===== src/rtl/wsg_pkg.sv =====
// Shared types and constants for the WSG voice sequencer.
// Latency: n/a (package only).
// Backpressure: n/a (package only).
package wsg_pkg;

  localparam int NUM_VOICES = 3;
  localparam int ACC_W      = 20;
  localparam int ROM_ADDR_W = 8;
  localparam int SAMPLE_W   = 10;
  localparam int WAVE_W     = 3;
  localparam int VOL_W      = 4;
  localparam int NIB_W      = 4;
  localparam int IDX_W      = ROM_ADDR_W - WAVE_W;  // 5-bit waveform step index
  localparam int PROD_W     = NIB_W + VOL_W;        // nibble * volume, max 225

  typedef enum logic [2:0] {IDLE, ADDR, WAIT, MAC, DONE} wsg_state_t;

  typedef logic [ACC_W-1:0] wsg_acc_t;

  // Waveform step index taken from the top bits of a phase accumulator.
  function automatic logic [IDX_W-1:0] rom_index(input wsg_acc_t acc);
    return acc[ACC_W-1 -: IDX_W];
  endfunction

endpackage


===== src/rtl/wsg_tick_div.sv =====
// Free-running sample-rate divider producing a 1-clk tick strobe.
// Latency: tick asserts while the count sits at TICK_DIV-1, then the count wraps to 0.
// Backpressure: none; the divider never stalls.
//
// Ports:
//   clk, rst : clock and synchronous active-high reset
//   tick     : 1-clk strobe once every TICK_DIV clocks
module wsg_tick_div #(
  parameter int TICK_DIV = 1042
) (
  input  logic clk,
  input  logic rst,
  output logic tick
);

  localparam int CNT_W = $clog2(TICK_DIV);
  localparam logic [CNT_W-1:0] TERM = CNT_W'(TICK_DIV - 1);

  logic [CNT_W-1:0] cnt;

  assign tick = (cnt == TERM);

  always_ff @(posedge clk) begin
    if (rst) begin
      cnt <= '0;
    end else if (tick) begin
      cnt <= '0;
    end else begin
      cnt <= cnt + 1'b1;
    end
  end

endmodule


===== src/rtl/wsg_voice_sequencer.sv =====
// Time-multiplexes one sound-ROM port and one 4x4 multiplier over three WSG voices, emitting a 10-bit mix per tick.
// Latency: 11 clks from tick to sample_valid (3 voices x ADDR/WAIT/MAC, then DONE).
// Backpressure: none downstream; a tick arriving while busy is dropped and flagged on overrun.
//
// Optional feature macro: WSG_VOICE_MUTE_EN adds mute_mask (bit v mutes voice v+1 in the mix).
//
// Ports:
//   clk, rst             : clock and synchronous active-high reset
//   freq_1/freq_2/freq_3 : phase increments (voices 2/3 are shifted left by 4)
//   wave_1..3, vol_1..3  : waveform select and volume per voice
//   mute_mask            : (WSG_VOICE_MUTE_EN only) per-voice mute, sampled in MAC
//   rom_addr, rom_data   : sound ROM port, data returns 1 clk after the address
//   sample_out           : mixed sample, held between updates
//   sample_valid         : 1-clk pulse when sample_out updates
//   busy                 : high while a sequence is in progress
//   overrun              : 1-clk pulse when a tick is dropped because busy
module wsg_voice_sequencer
  import wsg_pkg::*;
#(
  parameter int TICK_DIV = 1042
) (
  input  logic                  clk,
  input  logic                  rst,
  input  logic [ACC_W-1:0]      freq_1,
  input  logic [15:0]           freq_2,
  input  logic [15:0]           freq_3,
  input  logic [WAVE_W-1:0]     wave_1,
  input  logic [WAVE_W-1:0]     wave_2,
  input  logic [WAVE_W-1:0]     wave_3,
  input  logic [VOL_W-1:0]      vol_1,
  input  logic [VOL_W-1:0]      vol_2,
  input  logic [VOL_W-1:0]      vol_3,
`ifdef WSG_VOICE_MUTE_EN
  input  logic [NUM_VOICES-1:0] mute_mask,
`endif
  output logic [ROM_ADDR_W-1:0] rom_addr,
  input  logic [NIB_W-1:0]      rom_data,
  output logic [SAMPLE_W-1:0]   sample_out,
  output logic                  sample_valid,
  output logic                  busy,
  output logic                  overrun
);

  logic                tick;
  wsg_state_t          state;
  logic [1:0]          v;
  wsg_acc_t            acc [NUM_VOICES];
  logic [SAMPLE_W-1:0] mix;

  // Current-voice selections; inputs are sampled in the cycle they are used.
  logic [WAVE_W-1:0]   sel_wave;
  logic [VOL_W-1:0]    sel_vol;
  wsg_acc_t            sel_acc;
  wsg_acc_t            sel_inc;
  wsg_acc_t            acc_nxt;
  logic [PROD_W-1:0]   prod;
  logic [PROD_W-1:0]   contrib;

  wsg_tick_div #(.TICK_DIV(TICK_DIV)) u_tick_div (
    .clk  (clk),
    .rst  (rst),
    .tick (tick)
  );

  always_comb begin
    sel_wave = '0;
    sel_vol  = '0;
    sel_acc  = '0;
    sel_inc  = '0;
    case (v)
      2'd0: begin
        sel_wave = wave_1;
        sel_vol  = vol_1;
        sel_acc  = acc[0];
        sel_inc  = freq_1;
      end
      2'd1: begin
        sel_wave = wave_2;
        sel_vol  = vol_2;
        sel_acc  = acc[1];
        sel_inc  = {freq_2, 4'h0};
      end
      2'd2: begin
        sel_wave = wave_3;
        sel_vol  = vol_3;
        sel_acc  = acc[2];
        sel_inc  = {freq_3, 4'h0};
      end
      default: ;
    endcase
  end

  // Single shared phase adder; wraps silently mod 2^ACC_W.
  assign acc_nxt = sel_acc + sel_inc;

  // Single shared 4x4 multiplier.
  assign prod = {{VOL_W{1'b0}}, rom_data} * {{NIB_W{1'b0}}, sel_vol};

`ifdef WSG_VOICE_MUTE_EN
  logic sel_mute;
  assign sel_mute = |(mute_mask & (NUM_VOICES'(1) << v));
  assign contrib  = sel_mute ? '0 : prod;
`else
  assign contrib  = prod;
`endif

  always_ff @(posedge clk) begin
    if (rst) begin
      state        <= IDLE;
      v            <= '0;
      mix          <= '0;
      rom_addr     <= '0;
      sample_out   <= '0;
      sample_valid <= 1'b0;
      busy         <= 1'b0;
      overrun      <= 1'b0;
      for (int i = 0; i < NUM_VOICES; i++) begin
        acc[i] <= '0;
      end
    end else begin
      sample_valid <= 1'b0;
      // The divider keeps running; a tick seen outside IDLE is simply lost.
      overrun      <= tick && (state != IDLE);
      case (state)
        IDLE: begin
          mix <= '0;
          v   <= '0;
          if (tick) begin
            state <= ADDR;
            busy  <= 1'b1;
          end
        end
        ADDR: begin
          // Address uses the pre-increment phase.
          rom_addr <= {sel_wave, rom_index(sel_acc)};
          for (int i = 0; i < NUM_VOICES; i++) begin
            if (v == 2'(i)) begin
              acc[i] <= acc_nxt;
            end
          end
          state <= WAIT;
        end
        WAIT: begin
          state <= MAC;
        end
        MAC: begin
          // 3 x 225 = 675 fits in 10 bits, so no saturation is needed.
          mix <= mix + SAMPLE_W'(contrib);
          if (v == 2'(NUM_VOICES - 1)) begin
            state <= DONE;
          end else begin
            v     <= v + 2'd1;
            state <= ADDR;
          end
        end
        DONE: begin
          sample_out   <= mix;
          sample_valid <= 1'b1;
          busy         <= 1'b0;
          state        <= IDLE;
        end
        default: begin
          state <= IDLE;
          busy  <= 1'b0;
        end
      endcase
    end
  end

endmodule


===== config.mk =====
export PLATFORM = sky130hd
export DESIGN_NAME = wsg_voice_sequencer
export DESIGN_NICKNAME = d
export VERILOG_FILES = /design/src/rtl/wsg_pkg.sv /design/src/rtl/wsg_tick_div.sv /design/src/rtl/wsg_voice_sequencer.sv
export SDC_FILE = /design/constraint.sdc
export NUM_CORES = 1
export LEC_CHECK = 0
export CAP_MARGIN = 20
export CORE_UTILIZATION = 45
export DETAILED_ROUTE_END_ITERATION = 10
export GPL_TIMING_DRIVEN = 0
export PLACE_DENSITY = 0.69
export SLEW_MARGIN = 0
export SYNTH_ARGS = -nofsm -noshare
export SYNTH_HDL_FRONTEND = slang
export SYNTH_SLANG_ARGS = --single-unit

===== constraint.sdc =====
create_clock -name clk -period 11.7 [get_ports clk]
set_input_delay 2.34 -clock clk [delete_from_list [all_inputs] [get_ports clk]]
set_output_delay 2.34 -clock clk [all_outputs]
set_load 0.02 [all_outputs]

==> impl_metrics.csv, run 1 <==
group,metric,value,unit
power_and_ir_drop,power_frac_seq,45.8,%
timing,drv_slew,0,
power_and_ir_drop,p_comb_share,21.3,%
power_and_ir_drop,internal_power,677,uW
cts,cts_setup_buffers,0,
floorplanning,io_pins,100,
final_layout,layout_commonest_cell,"clkdlybuf4s50_1",
worst_setup_path,cp_max_fo,5,
global_route,first_global_vias,5158,
timing,fin_tns_setup,0,ns
global_route,grtUsageMet2,37.2,%
power_and_ir_drop,switching_share,27.4,%
route,drc,0,
power_and_ir_drop,p_clk_share,32.9,%
route,ant_nets,0,
cts,cts_max_path_buffers,2,
cts,cts_buffers,9,
final_layout,fillers,1159,
cts,hold_buffers,0,
cts,root_buffer,"clkbuf_16",
worst_setup_path,reg2reg_to,"mix[9]$_SDFFE_PP0P_",
power_and_ir_drop,cellPowerDensity,122,mW/mm^2
worst_setup_path,r2r-start,"v[1]$_SDFFE_PP0P_",
logic_synthesis,synthDistinctLibCells,50,
logic_synthesis,postSynthCellCount,624,
global_route,grt_max_degree,21,
final_layout,diodes,0,
logic_synthesis,seq_area_frac_synth,44.9,%
global_route,met1_usage,28.7,%
floorplanning,std_cell_rows,42,
timing,skew,0.00876,ns
run_status,status,"completed",
floorplanning,initial_core_util,46.2,%
logic_synthesis,synth_edf_count,60,
timing,rsz0062_at_grt,"false",
floorplanning,die_w,119,um
power_and_ir_drop,leakage,0.00300,uW
final_layout,synthToLayoutAreaGrowth,24.6,%
global_route,globalRouteMet3Util,3.33,%
cts,htreeDepth,3,
final_layout,seq_area,0.00274,sq mm
floorplanning,dieArea,0.0141,sq mm
place,placed_cell_area,0.00732,sq mm
timing,fmax,159,MHz
worst_setup_path,crit_type,"in2reg",
min_path,min_to,"rom_addr[0]$_SDFFE_PP0N_",
worst_setup_path,crit_path_end_kind,"flip-flop",
route,dr.pass1.iters,7,
power_and_ir_drop,p_sw,255,uW
power_and_ir_drop,ir_drop,90.0,uV
cts,clock_latency,0.36,ns
min_path,hp-class,"reg2reg",
route,drt_first_iter_violations,497,
logic_synthesis,yosysWarnings,0,
cts,clock_sinks,107,
timing,worst_pin_slew,1.01,ns
timing,timing.final.crit_share,53.7,%
cts,path_clk_slew,0.07,ns
final_layout,multiInputGateArea,0.00311,sq mm
global_route,grt_pass1_wl,24700,um
logic_synthesis,synth_area_per_cell,9.80,sq um
logic_synthesis,synth_top_flop_cell,"edfxtp_1",
min_path,whs_path_depth,2,
timing,min_period,6.28,ns
global_route,grt_util_all_layers,22.2,%
global_route,gr-max-usage-layer,"met2",
place,place_hpwl,11000,um
final_layout,design_area,0.00762,sq mm
worst_setup_path,r2r_cells,18,
logic_synthesis,ys_ff_latch,107,
cts,tritoncts,"yes",
final_layout,layout_common_cells,"98 x clkdlybuf4s50_1, 86 x nor2_1, 60 x edfxtp_1",
timing,finalHoldViolCount,0,
timing,relSlewSlack,32.4,%
min_path,worstHoldStart,"rom_addr[0]$_SDFFE_PP0N_",
cts,post_cts_resized,0,
floorplanning,die_h,119,um
worst_setup_path,arrival,6.57,ns
global_route,grt_overflow,0,
logic_synthesis,synthArstFlopShare,0,%
route,routed_wl,15000,um
timing,finalSetupViolCount,0,
route,routedWlPerCell,16.4,um
final_layout,finalNetCount,865,
final_layout,drive_gt1_share,3.52,%
worst_setup_path,required,11.99,ns
route,vias,5160,
route,via_per_inst,5.65,
floorplanning,core-area,0.0132,sq mm
worst_setup_path,rrSetupSlack,6.36,ns
global_route,antenna_found_initial,0,
run,maxCapViolCount,0,
power_and_ir_drop,p_total,933,uW
logic_synthesis,syn_area,0.00611,sq mm
worst_setup_path,start_kind,"input port",
place,gp_congestion,0.920,
place,io_buffers,98,
logic_synthesis,syn-num-nets,756,
[synth_stat cells, types with 14 or more instances]
master / count / area share (%)
a222oi_1: 42 / 6.9
and2_1: 21 / 2.1
dfxtp_1: 47 / 15
clkbuf_1: 29 / 1.8
ha_1: 43 / 8.8
o21ai_0: 16 / 1.3
xor2_1: 14 / 2.0
nor3_1: 23 / 1.9
edfxtp_1: 60 / 29
nor2_1: 86 / 5.3
nand2_1: 52 / 3.2
inv_1: 31 / 1.9
a21oi_1: 35 / 2.9
[routing by layer]
metal / routed length [um] / part of all wire [%]
met2: 7210 / 48
met1: 6770 / 45
met4: 215 / 1.4
met5: 0 / 0
met3: 761 / 5.1
[worst max path at each step]
stage,startpoint,endpoint,slack (ns),cells past startpoint
detailed placement,vol_1[2],mix[9]$_SDFFE_PP0P_,5.08,15
floorplan,vol_1[2],mix[9]$_SDFFE_PP0P_,5.78,14
global placement,vol_1[2],mix[9]$_SDFFE_PP0P_,5.11,15
global route,vol_1[2],mix[9]$_SDFFE_PP0P_,5.18,15
CTS,vol_1[2],mix[9]$_SDFFE_PP0P_,5.42,15
finish,vol_1[2],mix[9]$_SDFFE_PP0P_,5.42,15
[worst max-delay path: stages]
cell and delay (ns):
clkdlybuf4s50_1 0.40, a222oi_1 0.34, nor2_1 0.14, nand2_1 0.11, fa_1 0.45, fa_1 0.52, fa_1 0.52, inv_1 0.04
ha_1 0.35, a211oi_1 0.27, nor2_1 0.12, o31a_1 0.28, o31ai_1 0.22, mux2_2 0.36, nor2_1 0.09
[flip-flops by register name, summed over array words and instances (netlist names)]
signal          flops
acc                60
busy                1
mix                10
overrun             1
rom_addr            8
sample_out         10
sample_valid        1
state               3
u_tick_div.cnt     11
v                   2
[power groups by stage]
stage	logic (uW)	clock network (uW)	registers [uW]
final	198	307	427
after detailed placement	196	0	436
after CTS	198	312	427
after floorplan	131	0	436
after global routing	221	330	429
after global placement	191	0	435
[per-stage QoR]
| step | cells | setup slack (ns) | utilization [%] | hold slack (ns) |
|---|---|---|---|---|
| 2_1_floorplan | 624 | 5.78 | - | 0.443 |
| 3_3_place_gp | 898 | 5.11 | 55.2 | 0.446 |
| 3_5_place_dp | 898 | 5.08 | 55.2 | 0.447 |
| 4_1_cts | 914 | 5.42 | 57.5 | 0.457 |
| 5_1_grt | 914 | 5.18 | 57.5 | 0.485 |
| 6_report | 914 | 5.42 | 57.5 | 0.458 |
[kinds of logic (layout without fill, tap and decap cells)]
| family | Yosys count | after routing | share of synthesized area [%] |
|---|---|---|---|
| flops | 107 | 107 | 44.9 |
| mux | 3 | 3 | 0.512 |
| simple gates | 226 | 226 | 17.1 |
| xor+xnor | 20 | 20 | 2.86 |
| fa+ha+maj | 53 | 53 | 12.1 |
| buf+inv | 67 | 181 | 4.22 |
| compound gates | 148 | 148 | 18.4 |
[layout make-up]
class / instances / share of cell area [%]
clock inverter: 7 / 1.00
timing repair buffer: 98 / 12.9
multi-input combinational: 450 / 40.9
sequential: 107 / 36.0
inverter: 31 / 1.53
buffer: 36 / 1.86
clock buffer: 9 / 2.96
tap: 176 / 2.89
No activity file was read; power rests on OpenSTA's default activity.
==> run 2: changes to the inputs <==
clock period = 6 ns   (was 11.7 ns; I/O delays follow)
==> results of run 2 <==
Same layout as run 1 (identical final DEF). Status: completed.
Main changes from that run: setup slack after placement 5.08 ns -> 0.520 ns; setup slack after layout 5.42 ns -> 0.659 ns; start point of the critical path vol_1[2] -> v[1]$_SDFFE_PP0P_; register-to-register setup slack 6.36 ns -> 0.66 ns; total power 933 uW -> 1820 uW; worst IR drop on VDD 90.0 uV -> 175 uV
==> run 3: changes to the inputs <==
PLACE_DENSITY = unset   (was 0.69)
PLACE_DENSITY_LB_ADDON = 0.15   (was unset)
RECOVER_POWER = 100   (was unset)
==> run 3 against run 2 <==
Net effect:
- sequential cell count is the same
- critical path depth unchanged
- cell area decreased by 0.51%
- sequential power hardly changed
- first-iteration DRC count rose by 0.40%
- total power is 2.3% lower
- wire length increased by 3.6%
- hold slack got worse by 0.0024 ns
- critical path type unchanged
- critical endpoint unchanged
- largest power group unchanged
- highest routed layer unchanged
==> impl_metrics.csv, run 3 (synthesized netlist as in run 1, its figures left out) <==
group,metric,value,unit
run_status,status,"completed",
floorplanning,io_pins,100,
route,routed_wl,15500,um
worst_setup_path,critPathTopFamily,"adder cells",
final_layout,top_register,"acc",
route,drt_first_iter_violations,499,
floorplanning,core-area,0.0132,sq mm
cts,htreeDepth,3,
final_layout,diodes,0,
floorplanning,die_w,119,um
power_and_ir_drop,p_total,1780,uW
final_layout,finalNetCount,865,
global_route,grt_overflow,0,
cts,root_buffer,"clkbuf_16",
final_layout,drive_gt1_share,2.98,%
cts,post_cts_resized,0,
min_path,hp-class,"reg2reg",
final_layout,largest_registers,"acc: 60 flops, u_tick_div.cnt: 11 flops",
timing,finalSetupViolCount,0,
cts,tritoncts,"yes",
cts,cts_setup_buffers,0,
place,gp_congestion,0.932,
timing,hold_ws,0.456,ns
global_route,grt_max_degree,21,
cts,clock_latency,0.36,ns
worst_setup_path,cp_slowest_cell,"fa_1",
route,drc,0,
timing,worst_pin_slew,1.06,ns
worst_setup_path,cp_num_buf_inv,4,
place,place_hpwl,11100,um
worst_setup_path,worst_path_largest_cell_delay,0.52,ns
floorplanning,std_cell_rows,42,
timing,timing.final.crit_share,90.7,%
power_and_ir_drop,leakage,0.00307,uW
worst_setup_path,crit_type,"reg2reg",
timing,skew,0.00623,ns
floorplanning,initial_core_util,46.2,%
route,vias,5213,
final_layout,layout_common_cells,"86 x nor2_1, 77 x clkdlybuf4s50_1, 60 x edfxtp_1",
floorplanning,die_h,119,um
cts,cts_buffers,9,
route,ant_nets,0,
worst_setup_path,crit_path_end_kind,"flip-flop",
worst_setup_path,arrival,5.74,ns
place,dpl.cell_count,898,
timing,fmax,184,MHz
cts,clock_sinks,107,
global_route,first_global_vias,5067,
cts,path_clk_slew,0.07,ns
timing,finalHoldViolCount,0,
worst_setup_path,start_kind,"flip-flop",
global_route,grt_pass1_wl,24700,um
final_layout,layout_commonest_cell,"nor2_1",
worst_setup_path,cp_max_fo,10,
place,io_buffers,98,
final_layout,fillers,1224,
worst_setup_path,crit_chain,"inv_1 -> ha_1 -> clkbuf_1 -> clkbuf_1 -> a222oi_1 -> nor2_1 -> nand2_1 -> fa_1 -> fa_1 -> fa_1 -> inv_1 -> ha_1 -> a211oi_1 -> nor2_1 -> o31a_1 -> o31ai_1 -> mux2_2 -> nor2_1",
global_route,antenna_found_initial,0,
final_layout,instances_no_fill,914,
run,maxCapViolCount,0,
final_layout,largest_register_ffs,60,
timing,drv_slew,0,
timing,min_period,5.44,ns
global_route,grt_util_all_layers,22.5,%
final_layout,synthToLayoutAreaGrowth,23.9,%
route,dr.pass1.iters,6,
floorplanning,dieArea,0.0141,sq mm
timing,fin_tns_setup,0,ns
route,via_per_inst,5.70,
power_and_ir_drop,ir_drop,114,uV
route,routedWlPerCell,16.9,um
power_and_ir_drop,cellPowerDensity,234,mW/mm^2
timing,relSlewSlack,29.5,%
cts,hold_buffers,0,
worst_setup_path,required,6.30,ns
cts,cts_max_path_buffers,2,
timing,rsz0062_at_grt,"false",
## run 3: changes by cell type in the layout (fill, tap and decap cells not counted), sizes merged
cell           delta
buf               -2
bufinv            -1
clkbuf            +3
clkdlybuf4s50    -21
clkinv            +4
clkinvlp          -2
dlygate4sd3      +21
inv               -2
## run 3: per-layer routing
| metal | vias to the layer above | share of wire, % | global-route usage (%) | wire [um] |
|---|---|---|---|---|
| met1 | 2515 | 46 | 29.4 | 7140 |
| li1 | 2520 | - | - | - |
| met4 | 0 | 1.9 | 8.94 | 297 |
| met3 | 20 | 5.4 | 3.23 | 837 |
| met2 | 158 | 47 | 37.5 | 7210 |
| met5 | - | 0 | 0 | 0 |
## run 3: path summary, 6_finish.rpt
kind | cells after the start | slack (ns) | start | endpoint
worst max register to register | 18 | 0.56 | v[1]$_SDFFE_PP0P_ | mix[9]$_SDFFE_PP0P_
worst min-delay path | 2 | 0.46 | sample_out[5]$_SDFFE_PP0P_ | sample_out[5]$_SDFFE_PP0P_
worst min register to register | 2 | 0.46 | sample_out[5]$_SDFFE_PP0P_ | sample_out[5]$_SDFFE_PP0P_
worst max-delay path | 18 | 0.56 | v[1]$_SDFFE_PP0P_ | mix[9]$_SDFFE_PP0P_
## run 3: tightest hold or removal path: cells and delay by family, from the launching register on
kind	cells	cell delay, ns
simple gates	1	0.05
compound gates	1	0.05
flops	1	0.31
## run 3: where the power goes
part | internal [uW] | leakage [uW] | total, uW | switching [uW]
registers | 820 | 0.00100 | 834 | 14.1
logic | 172 | 0.00193 | 382 | 210
clock network | 292 | 0.000134 | 561 | 269
## run 3: final cells by class
| cell class | instances | area, sq um | area share [%] |
|---|---|---|---|
| multi-input combinational | 450 | 3100 | 40.9 |
| tap | 176 | 220 | 2.91 |
| timing repair buffer | 98 | 981 | 12.9 |
| clock inverter | 6 | 41.3 | 0.545 |
| buffer | 36 | 141 | 1.87 |
| clock buffer | 10 | 239 | 3.15 |
| inverter | 31 | 116 | 1.54 |
| sequential | 107 | 2740 | 36.2 |
## run 3: stage by stage
step	setup WS, ns	instance area (sq um)	util, %
after global placement	0.521	7320	55.2
after detailed placement	0.460	7320	55.2
after floorplan	1.22	6110	-
after CTS	0.569	7600	57.4
final	0.556	7580	57.2
after global routing	0.248	7580	57.2
